--- config.mk ---
export PLATFORM = sky130hd
export DESIGN_NAME = tx_scheduler
export DESIGN_NICKNAME = d
export VERILOG_FILES = /design/src/rtl/tx_scheduler.sv
export SDC_FILE = /design/constraint.sdc
export NUM_CORES = 1
export LEC_CHECK = 0
export CORE_MARGIN = 4
export CORE_UTILIZATION = 32
export CTS_BUF_LIST = sky130_fd_sc_hd__clkbuf_8
export DETAILED_ROUTE_END_ITERATION = 10
export MAX_ROUTING_LAYER = met4
export PLACE_DENSITY_LB_ADDON = 0.05
export REMOVE_ABC_BUFFERS = 1
export SETUP_SLACK_MARGIN = 0.4
export SLEW_MARGIN = 20
export SYNTH_ARGS = -nofsm -noshare
export SYNTH_HDL_FRONTEND = slang
export SYNTH_SLANG_ARGS = --single-unit
export TNS_END_PERCENT = 10
--- constraint.sdc ---
create_clock -name clk -period 2.35 [get_ports clk]
set_input_delay 0.5875 -clock clk [delete_from_list [all_inputs] [get_ports clk]]
set_output_delay 0.5875 -clock clk [all_outputs]
set_load 0.1 [all_outputs]
--- src/rtl/tx_scheduler.sv ---
// Two-requester round-robin transmit scheduler for the ASK/FSK transmitter.
// Times each frame internally and inserts a guard gap between frames.
module tx_scheduler #(
    parameter int MSG_W      = 5,
    parameter int CNT_W      = 3,
    parameter int BIT_CYCLES = 100,
    parameter int GAP_CYCLES = 4
) (
    input  logic             clk,
    input  logic             rst,
    input  logic             req0_valid,
    output logic             req0_ready,
    input  logic [MSG_W-1:0] req0_msg,
    input  logic             req0_mode,
    input  logic [CNT_W-1:0] req0_cnt,
    input  logic             req1_valid,
    output logic             req1_ready,
    input  logic [MSG_W-1:0] req1_msg,
    input  logic             req1_mode,
    input  logic [CNT_W-1:0] req1_cnt,
    output logic             send,
    output logic [MSG_W-1:0] msg,
    output logic             mode,
    output logic [CNT_W-1:0] cnt,
    output logic             busy,
    output logic             grant_id,
    output logic             frame_done
);

    localparam int F  = MSG_W * BIT_CYCLES;
    localparam int FW = (F > 1) ? $clog2(F) : 1;
    localparam int GW = $clog2(GAP_CYCLES + 1);

    typedef enum logic [1:0] {IDLE, SEND, GAP} state_t;

    state_t             state_q, state_d;
    logic [FW-1:0]      frame_cnt_q, frame_cnt_d;
    logic [GW-1:0]      gap_cnt_q, gap_cnt_d;
    logic               send_q, send_d;
    logic               busy_q, busy_d;
    logic               frame_done_q, frame_done_d;
    logic [MSG_W-1:0]   msg_q, msg_d;
    logic               mode_q, mode_d;
    logic [CNT_W-1:0]   cnt_q, cnt_d;
    logic               grant_id_q, grant_id_d;
    logic               last_grant_q, last_grant_d;
    logic               any_valid;
    logic               grant_sel;

    // Round-robin pick: on a tie the requester not served last wins.
    always_comb begin
        any_valid  = req0_valid | req1_valid;
        grant_sel  = (req0_valid && req1_valid) ? ~last_grant_q : req1_valid;
        req0_ready = (state_q == IDLE) && any_valid && !grant_sel;
        req1_ready = (state_q == IDLE) && any_valid && grant_sel;
    end

    // Next-state and registered-output computation for the frame FSM.
    always_comb begin
        state_d      = state_q;
        frame_cnt_d  = frame_cnt_q;
        gap_cnt_d    = gap_cnt_q;
        send_d       = send_q;
        busy_d       = busy_q;
        frame_done_d = 1'b0;
        msg_d        = msg_q;
        mode_d       = mode_q;
        cnt_d        = cnt_q;
        grant_id_d   = grant_id_q;
        last_grant_d = last_grant_q;
        case (state_q)
            IDLE: begin
                if (any_valid) begin
                    state_d      = SEND;
                    send_d       = 1'b1;
                    busy_d       = 1'b1;
                    frame_cnt_d  = '0;
                    frame_done_d = (F == 1);
                    grant_id_d   = grant_sel;
                    last_grant_d = grant_sel;
                    msg_d        = grant_sel ? req1_msg  : req0_msg;
                    mode_d       = grant_sel ? req1_mode : req0_mode;
                    cnt_d        = grant_sel ? req1_cnt  : req0_cnt;
                end
            end
            SEND: begin
                if (frame_cnt_q == FW'(F - 1)) begin
                    state_d   = GAP;
                    send_d    = 1'b0;
                    gap_cnt_d = '0;
                end else begin
                    frame_cnt_d  = frame_cnt_q + FW'(1);
                    frame_done_d = (frame_cnt_q == FW'(F - 2));
                end
            end
            GAP: begin
                if (gap_cnt_q == GW'(GAP_CYCLES - 1)) begin
                    state_d = IDLE;
                    busy_d  = 1'b0;
                end else begin
                    gap_cnt_d = gap_cnt_q + GW'(1);
                end
            end
            default: begin
                state_d = IDLE;
                send_d  = 1'b0;
                busy_d  = 1'b0;
            end
        endcase
    end

    // State, counters and all outputs; reset abandons any frame in flight.
    always_ff @(posedge clk) begin
        if (rst) begin
            state_q      <= IDLE;
            frame_cnt_q  <= '0;
            gap_cnt_q    <= '0;
            send_q       <= 1'b0;
            busy_q       <= 1'b0;
            frame_done_q <= 1'b0;
            msg_q        <= '0;
            mode_q       <= 1'b0;
            cnt_q        <= '0;
            grant_id_q   <= 1'b0;
            last_grant_q <= 1'b1;
        end else begin
            state_q      <= state_d;
            frame_cnt_q  <= frame_cnt_d;
            gap_cnt_q    <= gap_cnt_d;
            send_q       <= send_d;
            busy_q       <= busy_d;
            frame_done_q <= frame_done_d;
            msg_q        <= msg_d;
            mode_q       <= mode_d;
            cnt_q        <= cnt_d;
            grant_id_q   <= grant_id_d;
            last_grant_q <= last_grant_d;
        end
    end

    assign send       = send_q;
    assign busy       = busy_q;
    assign frame_done = frame_done_q;
    assign msg        = msg_q;
    assign mode       = mode_q;
    assign cnt        = cnt_q;
    assign grant_id   = grant_id_q;

endmodule

==> impl_metrics.env <==
export IMPL_vias_per_cell=5.19
export IMPL_synth_distinct_cells=39
export IMPL_nNetsFinal=206
export IMPL_met3_usage_pct=2.45
export IMPL_die_w_um=70.4
export IMPL_start_util_pct=33.6
export IMPL_cap_violations=0
export IMPL_synthCells=138
export IMPL_ant_nets=0
export IMPL_power_density_nw_per_um2=679
export IMPL_min_path_cells=2
export IMPL_slew_viol_final=0
export IMPL_cts_root_buffer="clkbuf_8"
export IMPL_clk_path_buf_depth=2
export IMPL_crit_type="reg -> out"
export IMPL_drt_iter0_drc=80
export IMPL_period_minus_slack_ns=1.94
export IMPL_grt_ovfl_total=0
export IMPL_start_kind="flip-flop"
export IMPL_rows=22
export IMPL_drive_above_1_share_pct=21.8
export IMPL_cts_buffers=3
export IMPL_cts_tree="done"
export IMPL_timing_final_crit_share_pct=82.4
export IMPL_reg2reg_setup_slack_ns=0.52
export IMPL_ys_ff_latch=28
export IMPL_crit_arrival_ns=1.35
export IMPL_grt_antenna_before_repair=0
export IMPL_dr_pass1_iters=4
export IMPL_track_usage_pct=13.7
export IMPL_hold_path_startpoint="send"
export IMPL_fp_dieH_um=70.4
export IMPL_met2_usage_pct=21.4
export IMPL_synth_edf_count=0
export IMPL_ir_drop_v=0.000494
export IMPL_grt_max_degree=18
export IMPL_required_ns=1.76
export IMPL_port_buffer_count=36
export IMPL_drc_errors=0
export IMPL_r2r_start="frame_cnt_q[0]"
export IMPL_ys_warn_count=0
export IMPL_outcome="completed"
export IMPL_hold_end="send"
export IMPL_r2r_end="frame_cnt_q[7]"
export IMPL_htreeDepth=1
export IMPL_mostFrequentLayoutCells="26 x dfxtp_1, 21 x buf_4, 19 x nor2_1, 19 x clkdlybuf4s50_1"
export IMPL_gp_congestion=0.802
export IMPL_clock_sinks=28
export IMPL_diodes=0
export IMPL_pin_count=37
export IMPL_finClkSkew_ns=0.00305
export IMPL_core_area_um2=3720
export IMPL_synth_main_ff_cell="dfxtp_1"
export IMPL_final_common_cell="dfxtp_1"
export IMPL_slew_headroom_pct=64.3
export IMPL_avgRoutedWirePerCell_um=14.3
export IMPL_rsz0062_at_grt="true"
export IMPL_p_leak_uw=0.000676
export IMPL_setup_viol=0
export IMPL_nFillCells=367
export IMPL_max_freq_ghz=0.517
export IMPL_insertion_delay_ns=0.27
export IMPL_hpwl_um=2510
export IMPL_reg2reg_depth=5
export IMPL_grt_pass1_vias=1193
export IMPL_grtUsageMet1_pct=18.0
export IMPL_busiest_layer="met2"
export IMPL_postRouteWirelength_um=3250
export IMPL_critical_path_max_fanout=3
export IMPL_via_count=1178
export IMPL_post_place_ws_ns=0.0474
export IMPL_synth_seq_area_share_pct=44.9
export IMPL_worst_pin_slew_ns=0.535
export IMPL_grt_pass1_wl_um=5440
export IMPL_endpoint_kind="primary output"
export IMPL_die_area_um2=4960
export IMPL_syn2layout_area_growth_pct=40.1
export IMPL_finalSetupTns_ns=0
export IMPL_syn_avg_cell_area_um2=9.04
export IMPL_finalWorstSetupSlack_ns=0.415
export IMPL_syn_cell_area_um2=1250
export IMPL_hold_path_class="reg -> reg"
export IMPL_path_clk_slew_ns=0.09
export IMPL_cts_hold_buffers=0
export IMPL_hold_viol_final=0
export IMPL_ys_async_sr_fraction_pct=0
## worst max-delay path, stage by stage, from the launching register on
cell and delay [ns]:
dfxtp_4 0.36, or2_4 0.26, a211oi_4 0.23, buf_12 0.21
## where the power goes
group / total, uW / switching, uW / leakage, uW / internal, uW
Clock: 301 / 151 / 0.0000288 / 150
Sequential: 518 / 18.2 / 0.000230 / 500
Combinational: 368 / 250 / 0.000417 / 118
Total: 1190 / 419 / 0.000676 / 768
## through the flow
stage	hold WS, ns	instances	area, um2	utilization, %	power [uW]
3_3_place_gp	0.467	221	1670	44.8	883
5_1_grt	0.509	227	1750	47.0	1240
2_1_floorplan	0.435	131	1210	-	762
6_report	0.498	227	1750	47.0	1190
3_5_place_dp	0.479	221	1670	44.8	888
4_1_cts	0.498	227	1750	47.2	1190
## sequential cells by signal, summed over array words and instances (netlist names)
signal        cells
send              1
frame_done        1
last_grant_q      1
msg               5
cnt               3
mode              1
frame_cnt_q       9
gap_cnt_q         3
busy              1
grant_id          1
state_q           2
## cell families (layout without fill, tap and decap cells)
kind of cell             count (synthesis)  count (layout)  synth area share (%)
AO/OA/AOI/OAI                           36              36                  21.7
XOR/XNOR                                 1               1                 0.702
adder cells (fa/ha/maj)                  4               4                  4.01
buffers and inverters                    9              50                  3.41
flip-flops                              28              28                  44.9
multiplexers                             2               2                  1.71
AND/OR/NAND/NOR                         58              58                  23.6
## Yosys cell counts, types with 2 or more instances
| cell type | n | area share, % |
|---|---|---|
| dfxtp_1 | 28 | 45 |
| nor2_1 | 21 | 6.3 |
| a21oi_1 | 9 | 3.6 |
| a222oi_1 | 9 | 7.2 |
| nand3_1 | 8 | 3.2 |
| nand2_1 | 7 | 2.1 |
| clkbuf_1 | 5 | 1.5 |
| ha_1 | 4 | 4.0 |
| nor2b_1 | 4 | 2.0 |
| nand2b_1 | 3 | 1.5 |
| o21ai_0 | 3 | 1.2 |
| a211oi_1 | 2 | 1.2 |
| a31oi_1 | 2 | 1.0 |
| and2_1 | 2 | 1.0 |
| inv_1 | 2 | 0.60 |
| nor4_1 | 2 | 1.0 |
| o21bai_1 | 2 | 1.2 |
| o31ai_1 | 2 | 1.2 |
| or2_1 | 2 | 1.0 |
| or3_1 | 2 | 1.0 |
## cell type report
type                    instances  area [um2]  share of cell area, %
clock buffers                   4        55.1                   3.15
inverters                       2        7.51                  0.429
multi-input cells             101         662                   37.9
flip-flops and latches         28         566                   32.4
well taps                      48        60.1                   3.44
repair buffers                 44         398                   22.8
## routing by layer
metal | wire, um | vias to the layer above
met5 | 0 | -
met4 | 34 | 0
met3 | 135 | 4
met2 | 1490 | 33
met1 | 1590 | 544
li1 | - | 597
## repair_timing
item | in CTS | in global routing
setup buffers | 2 | 0
pin swaps | 1 | 1
setup endpoints to repair | 2 | 3
resized for setup | 11 | 4
## worst max-delay path by stage
stage	startpoint	to	slack [ns]	depth (start not counted)
4_1_cts	state_q[0]	req0_ready	0.36	3
6_report	state_q[0]	req0_ready	0.41	3
3_3_place_gp	req0_valid	req0_ready	0.06	4
2_1_floorplan	req0_valid	req0_ready	-0.43	2
5_1_grt	state_q[0]	req0_ready	0.36	3
3_5_place_dp	req0_valid	req0_ready	0.05	4
Note: power is estimated with default switching activity, not from simulation.
